### src/rtl/arbitro_rr_vc_if.sv
// Bus bundle between the VC input FIFOs, the arbiter and the destination FIFOs.
// master = FIFO side (drives flags and head words), slave = arbiter.
interface arbitro_rr_vc_if #(
  parameter int unsigned DATA_W = 6,
  parameter int unsigned NUM_VC = 4
);
  logic [NUM_VC-1:0]        FIFO_empty;
  logic [NUM_VC*DATA_W-1:0] dato_in;
  logic [NUM_VC-1:0]        almost_full;
  logic [NUM_VC-1:0]        pop;
  logic [NUM_VC-1:0]        push;
  logic [DATA_W-1:0]        dato_out;

  modport master (
    output FIFO_empty, dato_in, almost_full,
    input  pop, push, dato_out
  );

  modport slave (
    input  FIFO_empty, dato_in, almost_full,
    output pop, push, dato_out
  );
endinterface

### src/rtl/arbitro_rr_vc.sv
// Round-robin arbiter from 4 VC input FIFOs to 4 destination FIFOs.
// One word per cycle: pop (combinational) in cycle t, push/dato_out registered in t+1.
// Optional build macro ARB_STRICT_PRIO_EN: fixed priority VC0 > VC1 > VC2 > VC3
// (pointer held at 0); default build is round-robin.
module arbitro_rr_vc #(
  parameter int unsigned DATA_W = 6,
  parameter int unsigned NUM_VC = 4
) (
  input  logic                  clk,
  input  logic                  reset,
  input  logic                  init,
  arbitro_rr_vc_if.slave        bus,
  output logic [1:0]            estado
);

  localparam int unsigned PTR_W  = 2;
  localparam int unsigned DEST_W = 2;

  typedef enum logic [1:0] {
    IDLE   = 2'b00,
    ACTIVE = 2'b01,
    STALL  = 2'b10
  } state_t;

  state_t              state;
  logic [PTR_W-1:0]    ptr;
  logic [NUM_VC-1:0]   push_q;
  logic [DATA_W-1:0]   dato_q;

  logic [NUM_VC-1:0]   req;
  logic                any_req;
  logic                bloqueo;
  logic                gnt_vld;
  logic [PTR_W-1:0]    gnt_idx;
  logic [DATA_W-1:0]   head;
  logic [DEST_W-1:0]   dest;

  assign req     = ~bus.FIFO_empty;
  assign any_req = |req;
  // Any almost-full destination stalls every VC, so words are never reordered.
  assign bloqueo = |bus.almost_full;

  // Search from the pointer for the first requester; lowest offset wins.
  always_comb begin
    logic [PTR_W-1:0] cand;
    cand    = '0;
    gnt_vld = 1'b0;
    gnt_idx = '0;
    if (!reset && !init && !bloqueo) begin
      for (int k = int'(NUM_VC) - 1; k >= 0; k--) begin
        cand = ptr + PTR_W'(k);
        if (req[cand]) begin
          gnt_vld = 1'b1;
          gnt_idx = cand;
        end
      end
    end
  end

  assign head    = bus.dato_in[int'(gnt_idx)*DATA_W +: DATA_W];
  assign dest    = head[DATA_W-1 -: DEST_W];
  assign bus.pop = gnt_vld ? (NUM_VC'(1) << gnt_idx) : '0;

  assign bus.push     = push_q;
  assign bus.dato_out = dato_q;
  assign estado       = state;

  // Register the granted word and its destination strobe; advance the pointer.
  always_ff @(posedge clk) begin
    if (reset) begin
      ptr    <= '0;
      push_q <= '0;
      dato_q <= '0;
    end else if (gnt_vld) begin
`ifdef ARB_STRICT_PRIO_EN
      ptr    <= '0;
`else
      ptr    <= gnt_idx + PTR_W'(1);
`endif
      dato_q <= head;
      push_q <= NUM_VC'(1) << dest;
    end else begin
      push_q <= '0;
    end
  end

  // Status FSM; it does not gate pop.
  always_ff @(posedge clk) begin
    if (reset) begin
      state <= IDLE;
    end else if (init || !any_req) begin
      state <= IDLE;
    end else begin
      case (state)
        IDLE:    state <= bloqueo ? STALL : ACTIVE;
        ACTIVE:  state <= bloqueo ? STALL : ACTIVE;
        STALL:   state <= bloqueo ? STALL : ACTIVE;
        default: state <= IDLE;
      endcase
    end
  end

endmodule

### src/flat_wrapper.sv
// flat-port wrapper written by rule: the top's interface ports become plain ports
module arbitro_rr_vc_flat 
#(
  parameter int unsigned DATA_W = 6,
  parameter int unsigned NUM_VC = 4
)
  (clk, reset, init, estado, bus_FIFO_empty, bus_dato_in, bus_almost_full, bus_pop, bus_push, bus_dato_out);
  arbitro_rr_vc_if #(.DATA_W(DATA_W), .NUM_VC(NUM_VC)) bus_i ();
  input  logic clk;
  input  logic reset;
  input  logic init;
  output logic [1:0] estado;
  input wire logic [$bits(bus_i.FIFO_empty)-1:0] bus_FIFO_empty;
  input wire logic [$bits(bus_i.dato_in)-1:0] bus_dato_in;
  input wire logic [$bits(bus_i.almost_full)-1:0] bus_almost_full;
  output wire logic [$bits(bus_i.pop)-1:0] bus_pop;
  output wire logic [$bits(bus_i.push)-1:0] bus_push;
  output wire logic [$bits(bus_i.dato_out)-1:0] bus_dato_out;
  assign bus_i.FIFO_empty = bus_FIFO_empty;
  assign bus_i.dato_in = bus_dato_in;
  assign bus_i.almost_full = bus_almost_full;
  assign bus_pop = bus_i.pop;
  assign bus_push = bus_i.push;
  assign bus_dato_out = bus_i.dato_out;
  arbitro_rr_vc #(.DATA_W(DATA_W), .NUM_VC(NUM_VC)) u_core (.clk(clk), .reset(reset), .init(init), .bus(bus_i), .estado(estado));
endmodule
### config.mk
export PLATFORM = sky130hd
export DESIGN_NAME = arbitro_rr_vc_flat
export DESIGN_NICKNAME = d
export VERILOG_FILES = /design/src/rtl/arbitro_rr_vc_if.sv /design/src/rtl/arbitro_rr_vc.sv /design/src/flat_wrapper.sv
export SDC_FILE = /design/constraint.sdc
export NUM_CORES = 1
export LEC_CHECK = 0
export ABC_AREA = 1
export CAP_MARGIN = 20
export CORE_MARGIN = 8
export CORE_UTILIZATION = 45
export DETAILED_ROUTE_END_ITERATION = 12
export PLACE_DENSITY = 0.85
export REMOVE_ABC_BUFFERS = 1
export SLEW_MARGIN = 20
export SYNTH_ARGS = -nofsm -noshare
export SYNTH_HDL_FRONTEND = slang
export SYNTH_SLANG_ARGS = --single-unit
### constraint.sdc
create_clock -name clk -period 3 [get_ports clk]
set_input_delay 0.3 -clock clk [delete_from_list [all_inputs] [get_ports clk]]
set_output_delay 0.3 -clock clk [all_outputs]
set_load 0.1 [all_outputs]
==> summary.txt <==
Logic synthesis
  • Top post-synthesis cells by count: 41 x inv_1, 40 x nand2_1, 33 x nand3_1
  • Syn avg cell area: just over 6 um2
  • Most frequent cell after synthesis: inv_1
  • EDFF count, synth: 0
  • Synth cell types: 21
  • Top FF cell, synth: dfxtp_1
  • Post-synthesis sequential area ratio: 24.0%
  • Synth Register Bits: 14
  • Yosys top cell by area: dfxtp_1
  • Synth top area share: 24.0%
  • Area contributors post-synth: dfxtp_1 24%, nand3_1 14%, inv_1 13%
  • Mapped cell area: 1170 um2
  • Post-Syn Instances: 194
  • Async set-reset flop share out of synthesis: 0%
  • Synth warnings: 0

Worst hold path
  • Class of the worst hold path: reg -> reg

Power and ir drop
  • Power share of the clock group: 31.4%
  • Pint: between 0.0003 and 0.0004 W
  • Max IR drop VDD: approximately 0.27 mV
  • Sequential share of power: 41.7%
  • Combinational power share: 26.8%
  • Switching power: about 0.00013 W
  • Power Density: between 200 and 300 nW/um2
  • Sw Ratio: 29.2%
  • Static leakage: 0.932 nW

Critical path
  • Crit-path slowest cell: dfxtp_1
  • Critical Path Max Stage Delay: 0.59 ns
  • CP Max Fanout: 15
  • Worst endpoint required time: 2.70 ns
  • Critical path endpoint category: primary output
  • Critical path type: reg -> out
  • Delay-heaviest family, CP: simple AND/OR/NAND/NOR gates
  • Critical path launch point type: flip-flop
  • Critical path buffers and inverters: 4
  • CP arrival: between 2 and 2.5 ns
  • Most used cell, CP: nand2_2
  • CP Cell Sequence: inv_4, nand2_1, nand2_2, nand2_2, nand3_2, nand2_1, nand2_2, nand2_4, nand2_4, inv_1, ha_1, inv_1, nor2_1, buf_12

Clock network
  • Post-cts sizing count: 0
  • H-tree depth: 1
  • CTS tree: built
  • Post-CTS Setup Bufs: 0
  • Total CTS buffers: 3
  • CTS Sinks: 14
  • Root buf cell: clkbuf_4
  • Clk pin slew, worst setup/hold paths: roughly 0.10 ns
  • CTS Hold Bufs: 0
  • Worst skew pair latency: around 0.30 ns
  • Longest Clk Path Bufs: 2

Timing
  • Min Clock Period, post-route: 2.74 ns
  • Worst Clk Skew: 0.0129 ns
  • Final setup violation count: 0
  • Worst-Margin Slew: 0.975 ns
  • Fin. Hold Viols: 0
  • Slew Viols, Final: 0
  • Fin crit share: 91.3%
  • Slew headroom: approximately a third
  • RSZ-0062 raised after global routing: false
  • Fmax: 365 MHz

Placement
  • DP HPWL: 2610 um
  • Placement Cell Area: 1690 um2
  • Gpl congestion: roughly 0.85
  • Placed Instances: 270
  • IO Port Bufs: 50

Routing
  • Met2 routed WL: ~1500 um
  • Detailed Routing Iterations Pass 1: 4
  • Routed Wire Length: 3160 um
  • Via/cell ratio: approximately 4.8
  • Top Metal Used: met4
  • Routed via count: approximately 1300
  • Drt drc: 0
  • Antenna-violating nets left: 0
  • Met1 wire length: 1420 um
  • DRT iter0 DRCs: roughly 60
  • Met3 wire length: 205 um
  • Drt wl/cell: 11.5 um

Layout
  • Nets: 284
  • Share of cells above drive strength 1: ~17%
  • Number of diodes: 0
  • Fill cell count: ~220
  • Design area: 1730 um2
  • Cell Count, Final, Fillers Out: 274
  • Area grow syn2layout: 47.9%
  • Reg area: around 280 um2
  • Footprint of the multi-input gates: between 600 and 700 um2

Global route
  • Vias in the first global route: 1331
  • Remaining global-route overflow: 0
  • Tot GR Track Use: between 10% and 20%
  • Largest net degree at the start of global routing: 16
  • Initial antenna violation count: 0
  • Global-route wire length before repair: roughly 5500 um

Floorplanning
  • Starting density of the core: 47.2%
  • I/O pins: between 50 and 60
  • DIE WIDTH: 67.0 um
  • Die area: roughly 4500 um2
  • Rows: 18
  • Die H: 67.0 um
  • Core ar.: ~2500 um2

Job
  • Max cap viols: 0

Status
  • Status: complete, no violations
final cells by class:
| cell class | count | share of cell area [%] |
|---|---|---|
| Tap cell | 30 | 2.17 |
| Inverter | 48 | 10.7 |
| Sequential cell | 14 | 16.2 |
| Clock buffer | 4 | 2.10 |
| Timing Repair Buffer | 52 | 30.9 |
| Multi-Input combinational cell | 126 | 37.9 |
power groups by stage:
stage	sequential [W]	clock (W)	combinational, W
2_1_floorplan	0.000209	0	0.0000451
3_3_place_gp	0.000194	0	0.000120
3_5_place_dp	0.000194	0	0.000122
4_1_cts	0.000190	0.000144	0.000123
5_1_grt	0.000190	0.000154	0.000134
6_report	0.000190	0.000143	0.000122
layer usage:
metal	up-vias	GRT usage, %
met5	-	0
met4	0	7.31
met3	7	3.69
met2	48	24.6
met1	571	18.7
li1	682	-
through the flow:
step	setup WS, ns	util, %	setup TNS (ns)	hold WS, ns	power [W]
6_report	0.260	69.8	0	0.562	0.000455
5_1_grt	0.0502	69.8	0	0.601	0.000478
4_1_cts	0.282	69.8	0	0.568	0.000457
3_5_place_dp	0.400	68.4	0	0.553	0.000316
3_3_place_gp	0.455	68.4	0	0.549	0.000314
2_1_floorplan	-0.0486	-	-0.0979	0.378	0.000254
cell usage in the layout, fill, tap and decap left out:
master           netlist  final
inv_4                  2      2
a2111o_1               1      1
buf_12                 0      4
clkbuf_4               0      3
clkbuf_8               0      1
nand2_1               40     40
inv_1                 41     41
nor2_2                 2      2
nand3_2                4      4
nor3_4                 1      1
a21oi_1                2      2
a211oi_1               2      2
ha_1                   4      4
clkinv_1               1      1
nand3_1               33     33
clkdlybuf4s50_1        0     38
nor4_1                 1      1
nand2_2                8      8
nand2_4                3      3
buf_4                  0     10
dfxtp_1               14     14
nor2_1                24     24
inv_2                  4      4
o21ai_1                1      1
worst register-to-register path, cell delays in order, from the launching register on:
cell and delay (ns):
dfxtp_1 0.59, inv_4 0.10, nand2_1 0.10, nand2_2 0.06
nand2_2 0.08, nand3_2 0.08, nand2_1 0.07, nand2_2 0.06
nand2_4 0.17, nand2_4 0.15, inv_1 0.12, ha_1 0.24
nor2_1 0.11, a211oi_1 0.05
cell families after synthesis:
group	count (synthesis)	synth area share, %
flip-flops	14	24.0
AND/OR/NAND/NOR	116	48.2
buffers and inverters	54	20.0
adder cells (fa/ha/maj)	4	4.28
AO/OA/AOI/OAI	6	3.53
sequential cells by signal, indices dropped and copies added, names as in the netlist:
signal,cells
u_core.bus.dato_out,6
u_core.bus.push,4
u_core.estado,2
u_core.ptr,2
path summary, 6_finish.rpt:
| check | slack [ns] | cells past startpoint | end | startpoint |
|---|---|---|---|---|
| setup / recovery | 0.26 | 14 | bus_pop[3] | u_core.ptr[0] |
| hold / removal | 0.56 | 2 | u_core.estado[0] | u_core.estado[1] |
| setup reg to reg | 0.93 | 13 | u_core.ptr[1] | u_core.ptr[0] |
| hold reg to reg | 0.56 | 2 | u_core.estado[0] | u_core.estado[1] |
Power figures use the tool's default switching activity.
